**config.mk**
```make
export PLATFORM = sky130hd
export DESIGN_NAME = psum_col_fifo
export DESIGN_NICKNAME = d
export VERILOG_FILES = /design/src/rtl/psum_col_fifo.sv
export SDC_FILE = /design/constraint.sdc
export NUM_CORES = 2
export LEC_CHECK = 0
export ABC_CLOCK_PERIOD_IN_PS = 4200
export CAP_MARGIN = 20
export CORE_ASPECT_RATIO = 1.1
export CORE_MARGIN = 2
export CORE_UTILIZATION = 30
export CTS_CLUSTER_DIAMETER = 200
export DETAILED_ROUTE_END_ITERATION = 16
export PLACE_DENSITY = 0.49
export SYNTH_ARGS = -nofsm -noshare
export SYNTH_HDL_FRONTEND = slang
export SYNTH_SLANG_ARGS = --single-unit
```
**constraint.sdc**
```tcl
create_clock -name clk -period 4.2 [get_ports clk]
set_clock_uncertainty 0.1 [all_clocks]
set_input_delay 0.42 -clock clk [delete_from_list [all_inputs] [get_ports clk]]
set_output_delay 0.42 -clock clk [all_outputs]
set_load 0.05 [all_outputs]
```
**src/rtl/psum_col_fifo.sv**
```systemverilog
// psum_col_fifo
// Collects the skewed per-column partial sums leaving the south edge of the
// MAC array. Every column owns an independent FIFO with its own write timing;
// a single read pops one aligned entry from every column, producing a full
// output row for the accumulation / SFU stage. Sticky flags record writes
// into a full column and reads issued while no full row was available.

module psum_col_fifo #(
  parameter int psum_bw = 16,
  parameter int col     = 8,
  parameter int depth   = 16
) (
  input  logic                   clk,
  input  logic                   reset,
  input  logic [psum_bw*col-1:0] in,
  input  logic [col-1:0]         wr,
  input  logic                   rd,
  output logic [psum_bw*col-1:0] out,
  output logic                   out_valid,
  output logic                   o_ready,
  output logic                   o_full,
  output logic                   o_empty,
  output logic                   overflow,
  output logic                   underrun
);

  // Pointer width addresses one entry; count width also represents "depth".
  localparam int aw = (depth > 2) ? $clog2(depth) : 1;
  localparam int cw = aw + 1;
  localparam logic [cw-1:0] cnt_full = cw'(depth);

  // Shared read pointer: every pop removes one entry from every column, so a
  // single pointer stays aligned with all column heads.
  logic [aw-1:0] rp_reg;
  logic [aw-1:0] rp_next;
  logic          out_valid_reg;
  logic          overflow_reg;
  logic          overflow_next;
  logic          underrun_reg;
  logic          underrun_next;

  // Per-column status and event vectors, each bit driven by its own column.
  logic [col-1:0] nonempty_vec;
  logic [col-1:0] full_vec;
  logic [col-1:0] drop_vec;

  // Popped row, one register per column.
  logic [psum_bw-1:0] out_col_reg [col];

  logic pop;

  // A pop needs a head entry in every column.
  assign pop = rd & o_ready;

  // Status is purely combinational from the per-column counts.
  assign o_ready = &nonempty_vec;
  assign o_full  = |full_vec;
  assign o_empty = ~|nonempty_vec;

  assign out_valid = out_valid_reg;
  assign overflow  = overflow_reg;
  assign underrun  = underrun_reg;

  genvar gi;
  generate
    for (gi = 0; gi < col; gi++) begin : g_col
      logic [psum_bw-1:0] mem [depth];
      logic [aw-1:0]      wp_reg;
      logic [aw-1:0]      wp_next;
      logic [cw-1:0]      cnt_reg;
      logic [cw-1:0]      cnt_next;
      logic               col_full;
      logic               wr_ok;

      assign col_full          = (cnt_reg == cnt_full);
      assign full_vec[gi]      = col_full;
      assign nonempty_vec[gi]  = (cnt_reg != '0);
      // A full column can still accept a write on an edge that also pops,
      // because the pop frees the head slot on that same edge.
      assign wr_ok             = wr[gi] & (~col_full | pop);
      assign drop_vec[gi]      = wr[gi] & col_full & ~pop;
      assign out[gi*psum_bw +: psum_bw] = out_col_reg[gi];

      // Next write pointer and occupancy; a simultaneous write and pop
      // leaves the count unchanged.
      always_comb begin
        wp_next  = wp_reg;
        cnt_next = cnt_reg;
        if (wr_ok) begin
          wp_next = wp_reg + aw'(1);
        end
        if (wr_ok && !pop) begin
          cnt_next = cnt_reg + cw'(1);
        end else if (!wr_ok && pop) begin
          cnt_next = cnt_reg - cw'(1);
        end
      end

      // Storage array: no reset so it maps onto block RAM; stale contents
      // are unreachable once the pointers and count are cleared.
      always_ff @(posedge clk) begin
        if (wr_ok) begin
          mem[wp_reg] <= in[gi*psum_bw +: psum_bw];
        end
      end

      // Column pointer and count registers.
      always_ff @(posedge clk or negedge reset) begin
        if (!reset) begin
          wp_reg  <= '0;
          cnt_reg <= '0;
        end else begin
          wp_reg  <= wp_next;
          cnt_reg <= cnt_next;
        end
      end

      // Registered read of the head entry; the old head is returned even when
      // the same edge writes into this column.
      always_ff @(posedge clk or negedge reset) begin
        if (!reset) begin
          out_col_reg[gi] <= '0;
        end else if (pop) begin
          out_col_reg[gi] <= mem[rp_reg];
        end
      end
    end
  endgenerate

  // Next read pointer and sticky error flags.
  always_comb begin
    rp_next       = rp_reg;
    overflow_next = overflow_reg;
    underrun_next = underrun_reg;
    if (pop) begin
      rp_next = rp_reg + aw'(1);
    end
    if (|drop_vec) begin
      overflow_next = 1'b1;
    end
    if (rd && !o_ready) begin
      underrun_next = 1'b1;
    end
  end

  // Shared read-side state: pointer, one-cycle valid pulse, sticky flags.
  always_ff @(posedge clk or negedge reset) begin
    if (!reset) begin
      rp_reg        <= '0;
      out_valid_reg <= 1'b0;
      overflow_reg  <= 1'b0;
      underrun_reg  <= 1'b0;
    end else begin
      rp_reg        <= rp_next;
      out_valid_reg <= pop;
      overflow_reg  <= overflow_next;
      underrun_reg  <= underrun_next;
    end
  end

endmodule
```
==> key figures <==
Worst setup path
  • Buffers & Inverters on Critical Path: 2
  • Critical Path RT: approximately 3.7 ns
  • Crit start category: register
  • Critical Path End Type: primary output
  • Setup Crit Path Kind: register to primary output
  • Worst r2r src: g_col[7].cnt_reg[0]
  • CP arrival: 3.47 ns
  • Slowest CP cell: clkdlybuf4s50_1
  • Largest fanout on the critical path: 76
  • Critical path cell sequence: or4_1 > o22ai_2 > nor4_4 > buf_12 > clkdlybuf4s50_1
  • Crit-path leading delay family: buffers and inverters
  • CP max stage delay: approximately 1.0 ns
  • CP startpoint: g_col[7].cnt_reg[0]

Flow run
  • MaxCap Viol Count: 0

Synth
  • Post-synth EDFFs: ~2000
  • Yosys warns: 0
  • Netlist cell types: between 50 and 60
  • Post-synth top flop: edfxtp_1
  • Post-Syn Nets: ~4500
  • Cell count after synthesis: 4268
  • Synth area leader: edfxtp_1
  • Post-synthesis sequential area ratio: around 75%
  • Ys async rst share: slightly above 9%
  • Mapped Area: between 80000 and 90000 um^2
  • Yosys top cell area share: 69.6%
  • Flops & latches, synth: roughly 2300
  • Synthesized area per cell: about 21 um^2
  • Synth top area cells: edfxtp_1 70%, mux4_2 13%, dfrtp_1 5.9%, a22oi_1 2.0%, mux2_4 1.5%

Drt
  • Post-route ant nets: 0
  • Residual DRC: 0
  • Drt first pass iters: 5
  • DR vias: between 40000 and 50000
  • DR WL/cell: roughly 26 um
  • Drt total wl: 228 mm
  • 1st-iter DRT viols: between 3000 and 4000
  • Mean number of vias per cell: around 5

Clock network
  • Num CTS Buffers: about 250
  • Postcts setup bufs: 0
  • Sink Count: 2255
  • Clock Pin Slew Worst Setup and Hold Paths: 0.06 ns
  • CTS H-tree depth: 4
  • CTS max path bufs: 4
  • CTS tree: yes
  • Clk_lat worst skew: approximately 0.9 ns
  • Root Buffer: clkbuf_16

STA
  • Max transition margin: between 30 and 40%
  • Setup violations, final: 0
  • Min cycle time layout: around 4.0 ns
  • Actual slew at the worst max-slew pin: between 0.9 and 1 ns
  • Final Max Slew Viols: 0
  • Maximum clock rate: approximately 250 MHz
  • Fin. Hold Viols: 0
  • Fin crit share: about 95%
  • Setup TNS: 0 ns
  • RSZ-0062 raised after global routing: false
  • Final WS setup: around 0.21 ns

Floorplanning
  • # rows: 209
  • Core area: between 200000 and 300000 um^2
  • Die width: ~520 um
  • Die height: about 570 um
  • Ports: around 270
  • Die area: about 300000 um^2
  • Initial core utilization: between 30 and 40%

Global route
  • Global-route wire length before repair: 328 mm
  • GRT Overall Usage: 15.0%
  • Initial antenna violation count: 50
  • Vias in the first global route: approximately 46000
  • Largest net degree at the start of global routing: just over 90
  • Total grt overflow: 0

Pwr
  • Peak supply drop: between 0.7 and 0.8 mV
  • Tot Pwr: between 70 and 80 mW
  • Clk pwr share: 27.6%
  • Internal Pwr Total: approximately 51 mW
  • Lkg Pwr: between 30 and 40 nW
  • Net switching fraction of the power: 33.7%
  • Power density cells: between 700 and 800 nW/um^2
  • Switching Power: ~26 mW
  • Comb pwr share: about a third
  • Sequential power share: a little under two fifths

Placed design
  • DP Worst Slack: 0.437 ns
  • DPL Wire Length: approximately 130 mm
  • IO Port Bufs: roughly 270
  • Dpl cells: between 8000 and 9000
  • RePlAce Congestion: 0.731

Run status
  • Status: complete, no violations

Layout
  • Final nets: 4959
  • Finished Core Util: 35.9%
  • Filler instances: 27200
  • Max reg flops: approximately 2000
  • Layout cell share with drive strength beyond 1: between 20% and 30%
  • Layout Area Growth over Synthesis: 19.4%
  • Non-Filler Instances: approximately 8900

Worst hold path
  • Worst hold path class: input pin to register
  • Worst hold start: wr[6]
==> through the flow <==
| step | area, um^2 | hold slack [ns] |
|---|---|---|
| finish | 106000 | 0.247 |
| global route | 106000 | 0.222 |
| CTS | 106000 | 0.181 |
| detailed placement | 97600 | 0.349 |
| global placement | 97600 | 0.346 |
| floorplan | 88400 | 0.0244 |
==> Yosys cell counts (all sizes together), types with 2 or more instances <==
library cell,number
nand2b,9
or2,2
mux4,502
or4,8
edfxtp,2048
or3,5
clkbuf,165
o311ai,17
mux2i,20
and2,10
xor2,18
inv,39
a21o,9
o21a,7
mux2,132
a211oi,5
nand3,12
nor2b,15
dfrtp,207
buf,92
nand2,213
nand4,36
o211ai,8
a22oi,231
nor4,40
fa,8
and3,12
o22ai,36
ha,68
and4b,2
xnor2,20
or4b,10
nor3b,8
nor3,76
a21oi,24
nor2,41
nor4b,41
a21boi,3
o21ai,32
a31oi,7
nand3b,7
a311oi,20
==> final cells by class <==
| class | instances | area [um^2] | share of cell area, % |
|---|---|---|---|
| Antenna cell | 9 | 22.5 | 0.0213 |
| Clock buffer | 334 | 6730 | 6.37 |
| Clock inverter | 122 | 1160 | 1.10 |
| Inverter | 39 | 146 | 0.139 |
| Multi-Input combinational cell | 1717 | 21200 | 20.1 |
| Sequential cell | 2255 | 66700 | 63.2 |
| Tap cell | 3903 | 4880 | 4.63 |
| Timing Repair Buffer | 485 | 4740 | 4.49 |
==> power groups by stage <==
stage	registers, mW	logic, mW	clock network [mW]
after floorplan	31.2	15.9	0
after global placement	29.8	26.7	0
after detailed placement	29.9	27.0	0
after CTS	29.5	27.0	21.8
after global routing	29.8	28.4	22.6
final	29.4	26.3	21.2
==> cells in the final DEF, fill, tap and decap left out, types with 50 or more instances in the layout <==
master              n
clkinv_2           50
mux4_2            502
ha_1               68
nand2_1           213
dfrtp_1           204
clkdlybuf4s50_1   268
a22oi_1           231
clkbuf_16         246
mux2_4             90
edfxtp_1         2048
clkbuf_1           64
buf_4             178
nor3_2             52
==> routing by layer <==
metal  track usage [%]  vias up  routed length [um]
met1              19.9    23300               97200
met5                 0        -                 223
li1                  -    18800                   -
met3              2.59      375               10700
met2              25.5      961              114000
met4              3.89       34                5560
==> worst reg2reg max path: cells and delay by family (launching register included) <==
family          cells  cell delay, ns
simple gates        5            1.30
compound gates      3            0.60
fa+ha+maj           2            0.56
buf+inv             3            0.54
flops               1            0.44
xor+xnor            1            0.17
==> worst paths after layout <==
path | slack, ns | endpoint | cells past startpoint
setup / recovery | 0.21 | o_ready | 5
hold / removal | 0.25 | g_col[6].wp_reg[3] | 4
setup reg to reg | 0.43 | g_col[6].cnt_reg[4] | 14
hold reg to reg | 0.36 | overflow | 1
max in group asynchronous | 2.09 | out[62] | 4
min in group asynchronous | 0.51 | out[30] | 3
==> logic make-up (layout without fill, tap and decap cells) <==
logic type / count (synthesis) / after routing / share of synthesized area [%]
flip-flops: 2255 / 2255 / 75.4
multiplexers: 654 / 654 / 15.1
AND/OR/NAND/NOR: 548 / 548 / 3.26
AO/OA/AOI/OAI: 401 / 401 / 3.29
buffers and inverters: 296 / 980 / 1.42
adder cells (fa/ha/maj): 76 / 76 / 1.14
XOR/XNOR: 38 / 38 / 0.376
other: 0 / 9 / 0
==> what timing repair did <==
action	in CTS	in global routing
endpoints found under the hold margin	145	0
setup endpoints to repair	0	1
hold buffers	4	0
resized for setup	0	1
No activity file was read; power rests on OpenSTA's default activity.
